File: src/rtl/fir_pkg.sv
// rtl/fir_pkg.sv - shared sample type and feeder FSM state encoding
package fir_pkg;
    localparam int SAMPLE_W = 8;

    typedef logic signed [SAMPLE_W-1:0] sample_t;

    typedef enum logic [1:0] {
        IDLE  = 2'd0,
        PLAY  = 2'd1,
        FLUSH = 2'd2
    } feeder_state_t;
endpackage

File: src/rtl/fir_sample_ram.sv
// rtl/fir_sample_ram.sv - single-write, combinational-read sample buffer
module fir_sample_ram
    import fir_pkg::*;
#(
    parameter int DATA_W = SAMPLE_W,
    parameter int DEPTH  = 16,
    localparam int AW    = $clog2(DEPTH)
) (
    input  logic                     clk,
    input  logic                     we,
    input  logic        [AW-1:0]     waddr,
    input  logic signed [DATA_W-1:0] wdata,
    input  logic        [AW-1:0]     raddr,
    output logic signed [DATA_W-1:0] rdata
);
    logic signed [DATA_W-1:0] mem [DEPTH];

    always_ff @(posedge clk) begin
        if (we) mem[waddr] <= wdata;
    end

    assign rdata = mem[raddr];
endmodule

File: src/rtl/fir_sample_feeder.sv
// rtl/fir_sample_feeder.sv - buffers a sample burst and plays it, plus zero flush, into a FIR x input
// Optional FIR_FEEDER_LOOP_EN adds a loop input that repeats the burst without flushing.
module fir_sample_feeder
    import fir_pkg::*;
#(
    parameter int DATA_W    = SAMPLE_W,
    parameter int DEPTH     = 16,
    parameter int FLUSH_LEN = 4,
    parameter int RATE_DIV  = 1,
    localparam int AW       = $clog2(DEPTH),
    localparam int CW       = $clog2(DEPTH) + 1
) (
    input  logic                     clk,
    input  logic                     rst,
    input  logic                     load_valid,
    input  logic signed [DATA_W-1:0] load_data,
    output logic                     load_ready,
    input  logic                     clear,
    input  logic                     start,
`ifdef FIR_FEEDER_LOOP_EN
    input  logic                     loop,
`endif
    output logic signed [DATA_W-1:0] x,
    output logic                     x_valid,
    output logic                     busy,
    output logic                     done,
    output logic        [CW-1:0]     count
);
    localparam int DVW = (RATE_DIV > 1) ? $clog2(RATE_DIV) : 1;
    localparam int FW  = (FLUSH_LEN > 1) ? $clog2(FLUSH_LEN) : 1;

    feeder_state_t state, state_nxt;
    logic [DVW-1:0] div;
    logic [AW-1:0]  idx;
    logic [FW-1:0]  fcnt;
    logic           fin;
    logic           loop_en;
    logic           tick, last_play, last_flush, fin_set, wr_en;
    logic signed [DATA_W-1:0] rd_data;

`ifdef FIR_FEEDER_LOOP_EN
    assign loop_en = loop;
`else
    assign loop_en = 1'b0;
`endif

    fir_sample_ram #(.DATA_W(DATA_W), .DEPTH(DEPTH)) u_ram (
        .clk   (clk),
        .we    (wr_en),
        .waddr (count[AW-1:0]),
        .wdata (load_data),
        .raddr (idx),
        .rdata (rd_data)
    );

    always_ff @(posedge clk) begin
        if (rst) state <= IDLE;
        else     state <= state_nxt;
    end

    always_comb begin
        state_nxt = state;
        case (state)
            IDLE:  if (start && count != '0) state_nxt = PLAY;
            PLAY: begin
                if (fin)
                    state_nxt = IDLE;
                else if (last_play && !loop_en && FLUSH_LEN > 0)
                    state_nxt = FLUSH;
            end
            FLUSH: if (fin) state_nxt = IDLE;
            default: state_nxt = IDLE;
        endcase
    end

    // fin marks "final strobe issued"; the FSM leaves PLAY/FLUSH one cycle later with done.
    always_comb begin
        load_ready = (state == IDLE) && (count < CW'(DEPTH));
        wr_en      = load_valid && load_ready && !clear;
        tick       = (state != IDLE) && !fin && (div == '0);
        last_play  = tick && (state == PLAY) && (CW'(idx) == count - CW'(1));
        last_flush = tick && (state == FLUSH) && (int'(fcnt) == FLUSH_LEN - 1);
        fin_set    = (last_play && !loop_en && FLUSH_LEN == 0) || last_flush;
    end

    always_ff @(posedge clk) begin
        if (rst) begin
            div     <= '0;
            idx     <= '0;
            fcnt    <= '0;
            fin     <= 1'b0;
            count   <= '0;
            x       <= '0;
            x_valid <= 1'b0;
            busy    <= 1'b0;
            done    <= 1'b0;
        end else begin
            x_valid <= tick;
            done    <= fin;
            if (state == IDLE) begin
                div  <= '0;
                idx  <= '0;
                fcnt <= '0;
                fin  <= 1'b0;
                busy <= 1'b0;
                x    <= '0;
                if (clear)      count <= '0;
                else if (wr_en) count <= count + CW'(1);
            end else begin
                // Divider free-runs through a loop wrap so strobe spacing stays uniform.
                div <= (int'(div) == RATE_DIV - 1) ? '0 : div + DVW'(1);
                if (tick && state == PLAY)  idx  <= last_play ? '0 : idx + AW'(1);
                if (tick && state == FLUSH) fcnt <= fcnt + FW'(1);
                if (fin_set)   fin <= 1'b1;
                else if (fin)  fin <= 1'b0;
                if (tick)      busy <= 1'b1;
                else if (fin)  busy <= 1'b0;
                if (fin)       x <= '0;
                else if (tick) x <= (state == PLAY) ? rd_data : '0;
            end
        end
    end
endmodule

File: config.mk
export PLATFORM = sky130hd
export DESIGN_NAME = fir_sample_feeder
export DESIGN_NICKNAME = d
export VERILOG_FILES = /design/src/rtl/fir_pkg.sv /design/src/rtl/fir_sample_ram.sv /design/src/rtl/fir_sample_feeder.sv
export SDC_FILE = /design/constraint.sdc
export NUM_CORES = 1
export LEC_CHECK = 0
export ABC_CLOCK_PERIOD_IN_PS = 2170
export CORE_ASPECT_RATIO = 0.7
export CORE_UTILIZATION = 44
export DETAILED_ROUTE_END_ITERATION = 6
export GPL_TIMING_DRIVEN = 0
export SLEW_MARGIN = 25
export SYNTH_ARGS = -nofsm -noshare
export SYNTH_HDL_FRONTEND = slang
export SYNTH_SLANG_ARGS = --single-unit
File: constraint.sdc
create_clock -name clk -period 2.17 [get_ports clk]
set_input_delay 0.434 -clock clk [delete_from_list [all_inputs] [get_ports clk]]
set_output_delay 0.434 -clock clk [all_outputs]
set_load 0.01 [all_outputs]
# Word level (Yosys, flattened, before mapping)
# Memory sizes are Yosys's and may differ from the RTL's. A register that Yosys moved wholly into a read port is not among the register bits.
# Cells that the tools add are included.
[word_totals]
output_inout_bits = 17
mem_count = 1
input_bits = 13
word_cells = 63
reg_bits = 26
mem_bits_rw = 128
[memory_table]
columns = ["name", "depth", "width", "rd", "rd_ports_with_merged_regs", "write_ports", "line", "rtl"]
rows = [
  ["u_ram.mem", 16, 8, 1, 1, 1, "fir_sample_ram.sv:16", "logic signed [DATA_W-1:0] mem [DEPTH];"],
]
[classes]
n_eq_ne = 7
n_mux = 16
magnitude_cmp = 1
n_reduce_logical = 22
add_sub_neg = 5
bitwise_logic = 1
[ops]
columns = ["operator", "n"]
rows = [
  ["4-bit two-way mux", 3],
  ["1-bit logical AND", 10],
  ["5-bit two-way mux", 2],
  ["2-bit two-way mux", 4],
  ["8-bit two-way mux", 1],
  ["2-bit one-hot mux with 3 select lines", 1],
  ["2-bit nonzero test", 3],
  ["3-bit OR reduction", 2],
  ["5-bit by 1-bit adder with 5-bit output (second input constant)", 1],
  ["4-bit by 5-bit == test with 1-bit output", 1],
  ["5-bit < comparator (second input constant)", 1],
  ["1-bit two-way mux", 5],
  ["5-bit nonzero test", 1],
  ["5-bit by 1-bit subtractor with 5-bit output (second input constant)", 1],
  ["4-bit by 1-bit adder with 4-bit output (second input constant)", 1],
  ["2-bit by 1-bit == test with 1-bit output (second input constant)", 2],
  ["2-bit != test (second input constant)", 2],
  ["3-bit != test (second input constant)", 1],
  ["3-bit AND reduction", 1],
  ["2-bit by 1-bit adder with 2-bit output (second input constant)", 1],
  ["2-bit == test (second input constant)", 1],
  ["1-bit zero test", 2],
  ["2-bit zero test", 1],
  ["2-bit AND reduction", 1],
  ["3 further kinds", 3],
]

# Longest topological paths before layout
[logic_depth]
word_depth = 8
ltp_mapped = 6
depth_no_buf = 6

# Cells and area by module
# A second synthesis with hierarchy kept.
[unflattened]
hier_cells = 343
hier_area_um2 = 6147.1
[by_module_without_submodules]
columns = ["mod", "cells_per_inst", "area_per_inst_um2", "n_inst"]
rows = [
  ["fir_sample_ram", 221, 4987.3, 1],
  ["fir_sample_feeder", 122, 1159.9, 1],
]

# Worst setup path before layout
# OpenSTA, ideal clock, no wires.
[synth_timing]
path_type = "register -> register"
from = "register state[0]"
to = "memory u_ram.mem[0][0] in the netlist's numbering (enable)"
required_time_ps = 1787
path_slack_ps = -151
path_stages_with_launch = 7
arrival_time_ps = 1938
n_path_buf = 2
path_cell_list = "dfxtp_1 -> clkbuf_1 -> nor3_1 -> and3b_1 -> clkbuf_1 -> nand2_1 -> nor3_1"
[synth_between]
elab_chain_len = 6
[synth_rtl]
columns = ["element", "line", "rtl"]
rows = [
  ["start: declaration", "fir_sample_feeder.sv:32", "feeder_state_t state, state_nxt;"],
  ["start signal: assignment", "fir_sample_feeder.sv:58", "else state <= state_nxt;"],
  ["2-bit zero test", "fir_sample_feeder.sv:78", "load_ready = (state == IDLE) && (count < CW'(DEPTH));"],
  ["1-bit logical AND", "fir_sample_feeder.sv:78", ""],
  ["named net load_ready", "fir_sample_feeder.sv:17", "output logic load_ready,"],
  ["1-bit logical AND (2 in series)", "fir_sample_feeder.sv:79", "wr_en = load_valid && load_ready && !clear;"],
  ["1-bit two-way mux", "fir_sample_ram.sv:19", "if (we) mem[waddr] <= wdata;"],
  ["1-bit two-way mux (implied by the code)", "fir_sample_ram.sv:19", ""],
  ["end: declaration", "fir_sample_ram.sv:16", ""],
]
# The timed path passes the listed nets, and every way through them passes these cells.

# Worst setup path in the final report
[layout_timing]
from = "register fin"
to = "register x[1]"
[layout_between]
elab_chain_len = 3
[layout_rtl]
columns = ["element", "line", "rtl"]
rows = [
  ["start: declaration", "fir_sample_feeder.sv:36", "logic fin;"],
  ["start signal: assignment", "fir_sample_feeder.sv:91", "fin <= 1'b0;"],
  ["start signal: assignment", "fir_sample_feeder.sv:104", "fin <= 1'b0;"],
  ["start signal: assignment", "fir_sample_feeder.sv:114", "if (fin_set) fin <= 1'b1;"],
  ["1-bit zero test", "fir_sample_feeder.sv:80", "tick = (state != IDLE) && !fin && (div == '0);"],
  ["1-bit logical AND (2 in series)", "fir_sample_feeder.sv:80", ""],
  ["end signal: assignment", "fir_sample_feeder.sv:119", "else if (tick) x <= (state == PLAY) ? rd_data : '0;"],
  ["end: declaration", "fir_sample_feeder.sv:23", "output logic signed [DATA_W-1:0] x,"],
]
# Several ways; a longest one is shown, not always the timed one.
# A chain may end at the register's enable or synchronous reset.

==> impl_metrics.yaml <==
outcome:
  outcome: "complete, no violations"
placed_design:
  dp_hpwl_mm: 8.76
  io_buffers: 29
  dpl_cell_area_um2: 6820
  dp.cells: 587
  place.gp.congestion: 0.705
  dp_slack_ns: -0.489
global_route:
  antenna_found_initial: 0
  grt_usage_pct: 20.2
  grt_pass1_vias: 3408
  grt_pass1_wl_mm: 20.4
  grt_overflow_total: 0
  grt_max_degree: 17
finish:
  antennaDiodeCount: 0
  seq_area_um2: 4450
  finalInstanceArea_um2: 7750
  syn_to_final_growth_pct: 23.5
  nNetsFinal: 446
  multi_input_area_um2: 1850
  stdcell_count: 629
  fillCellCount: 1087
  final_core_util_pct: 55.7
  drive_above_1_share_pct: 27.8
worst_setup_path:
  critPathMostFrequentCell: "buf_2"
  cp.required_ns: 2.54
  startpoint_type: "flip-flop"
  cp.arrival_ns: 2.48
  cpPeakStageDelay_ns: 0.55
  path_cells: "buf_2 > or4b_4 > or4b_1 > buf_2 > o22ai_1 > a211o_2"
  critPathMaxFanout: 10
  cpMaxStageDelayCell: "or4b_4"
  cp-end-kind: "flip-flop"
  crit_family: "simple AND/OR/NAND/NOR gates"
  critPathBufInv: 2
  critical_path_class: "reg2reg"
sta:
  fmax_mhz: 473
  period_needed_ns: 2.11
  hold_ws_ns: 0.477
  setup_violations: 0
  maxSlewViolCount: 0
  slew_headroom_pct: 54.6
  post-route-period-util_pct: 97.5
  finalHoldViolations: 0
  worst_slew_pin_slew_ns: 0.679
  setup_ws_ns: 0.0553
  skew_ns: 0.0139
floorplanning:
  num_rows: 36
  fp.dieArea_um2: 14700
  die_y_um: 102
  start_util_pct: 45.0
  die_x_um: 145
  io_pins: 30
  fp.coreArea_um2: 13900
cts:
  cts_tree: "built"
  clk_pin_slew_ns: 0.07
  clock_latency_ns: 0.42
  numCtsBuffers: 17
  cts.sinks: 158
  cts_buffer_depth: 2
  root_buffer: "clkbuf_16"
  htreeDepth: 4
detailed_routing:
  vias: 3384
  wirelength_mm: 13.5
  dr.first_iter.drc_count: 203
  wl_per_cell_um: 21.4
  routed_via_density: 5.38
  drc: 0
  first_pass_iters: 4
  postRouteAntennaNets: 0
synth:
  postSynth.asyncResetShare_pct: 0
  ys_seq_elements: 158
  ys_seq_area_share_pct: 70.9
  ys_top_cells_by_area: "edfxtp_1 (61%), mux4_2 (11%), dfxtp_1 (9.6%)"
  ys_warn_count: 0
  synthCells: 368
  synthFlopType: "edfxtp_1"
  netlist_area_um2: 6270
  syn_nets: 388
  synth_edf_count: 128
  yosys.area.top_type: "edfxtp_1"
  synth_top_area_share_pct: 61.3
  syn_area_per_cell_um2: 17.0
  synth_cell_type_count: 50
worst_hold_path:
  hold_class: "reg2reg"
pwr:
  leakagePower_uw: 0.00250
  peakVddDrop_mv: 0.613
  power.density_nw_per_um2: 805
job:
  maxCapViolations: 0
==> registers in the layout (all words and copies together) (netlist names), 2 cells and up, named ones only <==
register	flops
u_ram.mem	128
x	8
count	5
idx	4
fcnt	2
state	2
==> final timing paths <==
path	start	end	slack [ns]	cells past startpoint
hold reg to reg	x[2]	x[2]	0.48	1
hold / removal	x[2]	x[2]	0.48	1
setup / recovery	fin	x[1]	0.06	6
setup reg to reg	fin	x[1]	0.06	6
==> worst reg2reg max path, delay by kind of cell (launching register included) <==
family	cells	cell delay, ns
flip-flops	1	0.30
AO/OA/AOI/OAI	2	0.30
buffers and inverters	2	0.39
AND/OR/NAND/NOR	2	1.07
==> area by class of cell <==
class | instances | share of cell area [%]
Clock inverter | 14 | 1.41
Sequential cell | 158 | 57.4
Buffer | 15 | 1.10
Inverter | 22 | 1.07
Timing Repair Buffer | 41 | 6.56
Multi-Input combinational cell | 171 | 23.9
Clock buffer | 18 | 5.54
Tap cell | 190 | 3.07
==> metal layers <==
| layer | part of all wire [%] | global-route usage (%) |
|---|---|---|
| met1 | 49 | 29.8 |
| met2 | 44 | 29.2 |
| met3 | 5.4 | 5.53 |
| met4 | 1.0 | 6.32 |
| met5 | 0 | 0 |
==> cell usage after synthesis, drive strengths merged (3+ instances only) <==
cell,count
o22ai,8
nand2b,4
mux2i,8
dfxtp,30
edfxtp,128
clkbuf,10
nor2,33
nand2,9
buf,7
xnor2,3
ha,7
o211ai,3
inv,22
nor3,11
a211o,8
xor2,6
a21oi,3
mux4,32
==> power breakdown <==
group	leakage (µW)	total, µW	switching (µW)	internal, µW
Clock	0.000247	2720	1240	1480
Sequential	0.00140	3310	13.7	3290
Combinational	0.000859	212	127	85.5
==> per-stage QoR <==
stage                     setup TNS, ns  total power [µW]
after detailed placement         -58.66              3560
after CTS                             0              6270
final                                 0              6230
after floorplan                   -2.40              3460
after global routing            -0.0295              6430
after global placement           -64.43              3550
==> cells in the final DEF (no fill, tap or decap), types with 7 or more instances in the layout <==
master	netlist	routed
o22ai_1	7	7
nor2_1	33	21
clkbuf_16	0	17
buf_12	0	10
edfxtp_1	128	128
clkdlybuf4s50_1	0	28
a211o_2	7	7
nor2_4	0	12
ha_1	7	7
dfxtp_1	30	28
mux4_2	32	32
inv_1	22	22
mux2i_1	8	8
==> timing repair <==
action                                  4_1_cts  5_1_grt
pin swaps                                     9        1
setup buffers                                11        1
endpoints found under the setup margin      142       65
hold buffers                                  0        0
gates resized for setup                      39       12
hold endpoints to repair                      0        0
==> kinds of logic after synthesis <==
group	count (synthesis)	synth area share (%)
DFF	158	70.9
and+or+nand+nor	75	6.03
adders and majority gates	7	1.40
AOI/OAI and AO/OA	39	5.05
buffers and inverters	39	2.55
other	1	0.0598
muxes	40	12.8
xor gates and xnor gates	9	1.26
Note: power is estimated with default switching activity, not from simulation.
